**src/rtl/qclk_pkg.sv**
```systemverilog
// Shared types and the quadrature step decoder for the quadrature clock monitor.
// Phase encoding is {sck_0, sck_90}; forward rotation is 00 -> 10 -> 11 -> 01 -> 00.
package qclk_pkg;

    typedef enum logic [1:0] {
        StIdle    = 2'd0,
        StAcquire = 2'd1,
        StLocked  = 2'd2
    } qclk_state_e;

    localparam int unsigned MatchCntWidth = 4;

    function automatic logic [1:0] fwd_next(input logic [1:0] q);
        logic [1:0] nxt;
        unique case (q)
            2'b00:   nxt = 2'b10;
            2'b10:   nxt = 2'b11;
            2'b11:   nxt = 2'b01;
            default: nxt = 2'b00;
        endcase
        return nxt;
    endfunction

    function automatic logic is_fwd_step(input logic [1:0] q_prev, input logic [1:0] q);
        return (q == fwd_next(q_prev));
    endfunction

endpackage

```
**src/rtl/qclk_sync.sv**
```systemverilog
// Two-flop synchronizer bringing one quadrature input into the clk_in domain.
module qclk_sync (
    input  logic clk_in,
    input  logic reset,
    input  logic async_in,
    output logic sync_out
);
    logic meta_q, meta_d;
    logic sync_q, sync_d;

    always_comb begin
        meta_d = async_in;
        sync_d = meta_q;
    end

    always_ff @(posedge clk_in) begin
        if (reset) begin
            meta_q <= 1'b0;
            sync_q <= 1'b0;
        end else begin
            meta_q <= meta_d;
            sync_q <= sync_d;
        end
    end

    assign sync_out = sync_q;

endmodule

```
**src/rtl/quadrature_clock_monitor.sv**
```systemverilog
// Measures the quarter period of a quadrature clock pair, tracks direction and position,
// and declares lock once successive quarter measurements agree.
module quadrature_clock_monitor
    import qclk_pkg::*;
#(
    parameter int unsigned DIVIDER_WIDTH = 8,
    parameter int unsigned LOCK_COUNT    = 4
) (
    input  logic                     clk_in,
    input  logic                     reset,
    input  logic                     sck_0,
    input  logic                     sck_90,
    input  logic                     clear,
    output logic [DIVIDER_WIDTH-1:0] quarter_count,
    output logic                     quarter_valid,
    output logic                     direction,
    output logic                     locked,
    output logic [15:0]              position,
    output logic                     phase_error
);
    localparam logic [DIVIDER_WIDTH-1:0] IntervalMax = '1;
    localparam logic [DIVIDER_WIDTH-1:0] IntervalOne = DIVIDER_WIDTH'(1);
    localparam logic [MatchCntWidth-1:0] LockCnt     = MatchCntWidth'(LOCK_COUNT);
    localparam logic [MatchCntWidth-1:0] MatchCntMax = '1;
    localparam logic [MatchCntWidth-1:0] MatchCntOne = MatchCntWidth'(1);

    logic       sck_0_s, sck_90_s;
    logic [1:0] q;

    qclk_sync u_sync_0 (
        .clk_in   (clk_in),
        .reset    (reset),
        .async_in (sck_0),
        .sync_out (sck_0_s)
    );

    qclk_sync u_sync_90 (
        .clk_in   (clk_in),
        .reset    (reset),
        .async_in (sck_90),
        .sync_out (sck_90_s)
    );

    // Edge-classification stage
    logic [1:0] q_prev_q, q_prev_d;
    logic       chg_q, chg_d;
    logic       err_q, err_d;
    logic       step_q, step_d;
    logic       step_fwd_q, step_fwd_d;

    always_comb begin
        q          = {sck_0_s, sck_90_s};
        q_prev_d   = q;
        chg_d      = (q != q_prev_q);
        err_d      = ((q ^ q_prev_q) == 2'b11);
        step_d     = chg_d && !err_d;
        step_fwd_d = is_fwd_step(q_prev_q, q);
    end

    // Measurement / lock stage
    qclk_state_e              state_q, state_d;
    logic [DIVIDER_WIDTH-1:0] interval_q, interval_d;
    logic [MatchCntWidth-1:0] match_cnt_q, match_cnt_d;
    logic                     prev_valid_q, prev_valid_d;
    logic [DIVIDER_WIDTH-1:0] quarter_count_q, quarter_count_d;
    logic                     quarter_valid_q, quarter_valid_d;
    logic                     direction_q, direction_d;
    logic                     locked_q, locked_d;
    logic [15:0]              position_q, position_d;
    logic                     phase_error_q, phase_error_d;

    logic                     saturated;
    logic                     match;
    logic [DIVIDER_WIDTH-1:0] diff;
    logic [MatchCntWidth-1:0] match_inc;

    always_comb begin
        state_d         = state_q;
        interval_d      = interval_q;
        match_cnt_d     = match_cnt_q;
        prev_valid_d    = prev_valid_q;
        quarter_count_d = quarter_count_q;
        quarter_valid_d = 1'b0;
        direction_d     = direction_q;
        position_d      = position_q;
        phase_error_d   = phase_error_q | err_q;

        saturated = (interval_q == IntervalMax);
        diff      = (interval_q >= quarter_count_q) ? (interval_q - quarter_count_q)
                                                    : (quarter_count_q - interval_q);
        match     = prev_valid_q && (diff <= IntervalOne) && (step_fwd_q == direction_q);
        match_inc = (match_cnt_q == MatchCntMax) ? match_cnt_q : (match_cnt_q + MatchCntOne);

        if (chg_q) begin
            interval_d = IntervalOne;
        end else if (!saturated) begin
            interval_d = interval_q + IntervalOne;
        end

        if (err_q) begin
            state_d      = StIdle;
            match_cnt_d  = '0;
            prev_valid_d = 1'b0;
        end else if (step_q) begin
            direction_d = step_fwd_q;
            position_d  = step_fwd_q ? (position_q + 16'd1) : (position_q - 16'd1);
            // A saturated interval has no trustworthy start point, same as coming from idle.
            if (state_q == StIdle || saturated) begin
                state_d      = StAcquire;
                match_cnt_d  = '0;
                prev_valid_d = 1'b0;
            end else begin
                quarter_count_d = interval_q;
                quarter_valid_d = 1'b1;
                prev_valid_d    = 1'b1;
                if (match) begin
                    match_cnt_d = match_inc;
                    if (match_inc >= LockCnt) begin
                        state_d = StLocked;
                    end
                end else begin
                    match_cnt_d = '0;
                    state_d     = StAcquire;
                end
            end
        end else if (saturated) begin
            state_d      = StIdle;
            match_cnt_d  = '0;
            prev_valid_d = 1'b0;
        end

        // A coincident illegal transition still sets the sticky flag.
        if (clear) begin
            phase_error_d = err_q;
            position_d    = '0;
        end

        locked_d = (state_d == StLocked);
    end

    always_ff @(posedge clk_in) begin
        if (reset) begin
            q_prev_q        <= 2'b00;
            chg_q           <= 1'b0;
            err_q           <= 1'b0;
            step_q          <= 1'b0;
            step_fwd_q      <= 1'b0;
            state_q         <= StIdle;
            interval_q      <= '0;
            match_cnt_q     <= '0;
            prev_valid_q    <= 1'b0;
            quarter_count_q <= '0;
            quarter_valid_q <= 1'b0;
            direction_q     <= 1'b0;
            locked_q        <= 1'b0;
            position_q      <= '0;
            phase_error_q   <= 1'b0;
        end else begin
            q_prev_q        <= q_prev_d;
            chg_q           <= chg_d;
            err_q           <= err_d;
            step_q          <= step_d;
            step_fwd_q      <= step_fwd_d;
            state_q         <= state_d;
            interval_q      <= interval_d;
            match_cnt_q     <= match_cnt_d;
            prev_valid_q    <= prev_valid_d;
            quarter_count_q <= quarter_count_d;
            quarter_valid_q <= quarter_valid_d;
            direction_q     <= direction_d;
            locked_q        <= locked_d;
            position_q      <= position_d;
            phase_error_q   <= phase_error_d;
        end
    end

    assign quarter_count = quarter_count_q;
    assign quarter_valid = quarter_valid_q;
    assign direction     = direction_q;
    assign locked        = locked_q;
    assign position      = position_q;
    assign phase_error   = phase_error_q;

endmodule
```
**config.mk**
```make
export PLATFORM = sky130hd
export DESIGN_NAME = quadrature_clock_monitor
export DESIGN_NICKNAME = d
export VERILOG_FILES = /design/src/rtl/qclk_pkg.sv /design/src/rtl/qclk_sync.sv /design/src/rtl/quadrature_clock_monitor.sv
export SDC_FILE = /design/constraint.sdc
export NUM_CORES = 1
export LEC_CHECK = 0
export BUFFER_PORTS_ARGS = -buffer_cell sky130_fd_sc_hd__buf_2
export CAP_MARGIN = 20
export CORE_MARGIN = 3
export CORE_UTILIZATION = 40
export DETAILED_ROUTE_END_ITERATION = 7
export HOLD_SLACK_MARGIN = 0.03
export PLACE_DENSITY = 0.62
export SYNTH_ARGS = -nofsm -noshare
export SYNTH_HDL_FRONTEND = slang
export SYNTH_SLANG_ARGS = --single-unit
```
**constraint.sdc**
```tcl
create_clock -name clk_in -period 4.14 [get_ports clk_in]
set_input_delay 0.621 -clock clk_in [delete_from_list [all_inputs] [get_ports clk_in]]
set_output_delay 0.621 -clock clk_in [all_outputs]
set_load 0.02 [all_outputs]
```
==> out/metrics.cfg <==
[floorplanning]
die_w_um = 98.5
rows = 33
start_util_pct = 41.4
core_area_um2 = 8260
die_y_um = 98.5
die_area_um2 = 9700
io_pins = 33

[cts]
clock_tree.root_cell = clkbuf_8
cts.sinks = 53
cts_buffers = 5
clk_latency_ps = 310
clk_pin_slew_worst_paths_ps = 100
clockBufferDepth = 2
cts_setup_buffers = 0
hold_buffers = 0
htreeDepth = 2
cts_resized = 0
cts_tree = done

[final_layout]
mostFrequentLayoutCell = dfxtp_1
syn_to_final_growth_pct = 10.5
num_antenna_cells = 0
drive_above_1_share_pct = 14.4
final_cell_mix = dfxtp_1 (53), nor2_1 (49), a21oi_1 (37)
fin_nets = 484

[synthesis]
synth_compound_area_share_pct = 20.7
synth-edff-count = 0
synthArstFlopShare_pct = 0
synthMuxAreaShare_pct = 2.67
ys_seq_area_share_pct = 31.0
synth_top_family_by_area = compound AO/OA/AOI/OAI gates
avgSynthCellArea_um2 = 8.28
ys_ff_latch = 53
syn_inst = 413
yosysWarnings = 0
ys_types = 60
synth_xor_area_share_pct = 6.40
synth_simple_gate_area_share_pct = 20.0
syn_area_um2 = 3420
syn-num-nets = 454
ys.flop_type = dfxtp_1
synth-adder-area-share_pct = 13.8

[sta]
slew_violations = 0
hold_viol_final = 0
setup-violations-final = 0
fin_crit_ps = 2970
finalClockSkew_ps = 9.12
fmax_ghz = 0.337
maxSlewHeadroom_pct = 33.4
rsz0062_at_grt = no
setup_ws_ps = 1170
finalCritPeriodShare_pct = 71.8
tightest_slew_ps = 990
setup_tns_ps = 0

[power_and_ir_drop]
vdd_ir_drop_max_mv = 0.125
leakagePower_nw = 1.64
power_density_nw_per_um2 = 296

[global_routing]
grt_usage_pct = 16.0
grt_start_max_net_pins = 28
grt_overflow = 0
grt_pass1_wl_um = 12900
grt_pass1_vias = 2736
antenna_found_initial = 0

[detailed_routing]
ant_nets = 0
remaining_drc_errors = 0
routed_wl_um = 7550
num_vias = 2915
wl_per_cell_um = 13.8
dr.pass1.iters = 4
drtIter0Drc = 127
via_per_inst = 5.31

[flow_run]
max-cap-violations = 0

[run_status]
status = finished, final reports clean

[critical_path]
startpoint_type = flop
worstPathArrival_ps = 3200
r2r_slack_ps = 1170
critical_path_required_ps = 4370
crit_path_end_kind = flop
crit_type = reg -> reg
path_max_fanout = 5

[placed_design]
portBuffers = 32
dp_hpwl_um = 5760
post-place-ws_ps = 1220
gp_congestion = 0.904

[hold_path]
hold_class = reg -> reg

[layer usage]
| metal | wire length (um) | part of all wire, % | vias up | track usage (%) |
|---|---|---|---|---|
| met5 | 0 | 0 | - | 0 |
| met4 | 100 | 1.3 | 0 | 5.04 |
| met3 | 326 | 4.3 | 8 | 2.41 |
| met2 | 3400 | 45 | 52 | 25.0 |
| met1 | 3730 | 49 | 1348 | 22.8 |
| li1 | - | - | 1507 | - |
[sequential cells by signal, indices dropped and copies added, names as in the netlist, 2 cells and up]
name / flops
interval_q: 8
match_cnt_q: 4
position: 16
q_prev_q: 2
quarter_count: 8
state_q: 2
[per-stage QoR]
step           cell area (um2)  utilization (%)  instances  total power [mW]  hold WS, ps
2_1_floorplan             3420                -        413             0.747          414
3_3_place_gp              3670             44.4        540             0.793          418
3_5_place_dp              3670             44.4        540             0.796          429
4_1_cts                   3770             45.7        548              1.13          453
5_1_grt                   3780             45.8        549              1.19          466
6_report                  3780             45.8        549              1.12          445
[where the power goes]
part,switching [mW],internal [mW]
sequential,0.0162,0.525
combinational,0.139,0.108
clock,0.175,0.155
total,0.330,0.787
[final cells by class]
type | instances | area, um2
clock buffer | 7 | 96.3
clock inverter | 1 | 8.76
fill | 854 | 4480
inverter | 36 | 135
multi-input combinational | 314 | 2180
sequential | 53 | 1060
tap | 105 | 131
timing repair buffer | 33 | 168
[kinds of logic (layout without fill, tap and decap cells)]
logic type,count (synthesis),after routing
compound gates,104,104
xor+xnor,25,25
fa+ha+maj,36,36
buf+inv,46,77
flops,53,53
mux,9,9
simple gates,140,140
[final timing paths]
| path | start | to | cells past startpoint |
|---|---|---|---|
| hold / removal | u_sync_90.meta_q | u_sync_90.sync_out | 1 |
| hold reg to reg | u_sync_90.meta_q | u_sync_90.sync_out | 1 |
| setup / recovery | interval_q[0] | locked | 11 |
| setup reg to reg | interval_q[0] | locked | 11 |
[synth_stat cells, types with 4 or more instances]
master,count,share of area [%]
a211oi_1,5,1.1
a21o_1,6,1.3
a21oi_1,37,5.4
clkbuf_1,8,0.88
dfxtp_1,53,31
ha_1,33,12
inv_1,36,4.0
mux2i_1,8,2.3
nand2_1,29,3.2
nand3_1,11,1.6
nor2_1,49,5.4
nor2b_1,13,2.4
nor3_1,6,0.88
o21ai_0,13,1.9
o21ai_1,4,0.59
or2_2,4,0.73
xnor2_1,18,4.6
xor2_1,7,1.8
[worst max-delay path: stages, from the launching register on]
cell and delay (ps):
dfxtp_1 470, ha_1 210, inv_1 50, fa_1 400, a21oi_1 180, nor2_1 60, nor2_1 110, mux2_2 340
a211oi_1 370, a21oi_1 150, o41ai_2 320, a21boi_2 240
Note: power is estimated with default switching activity, not from simulation.
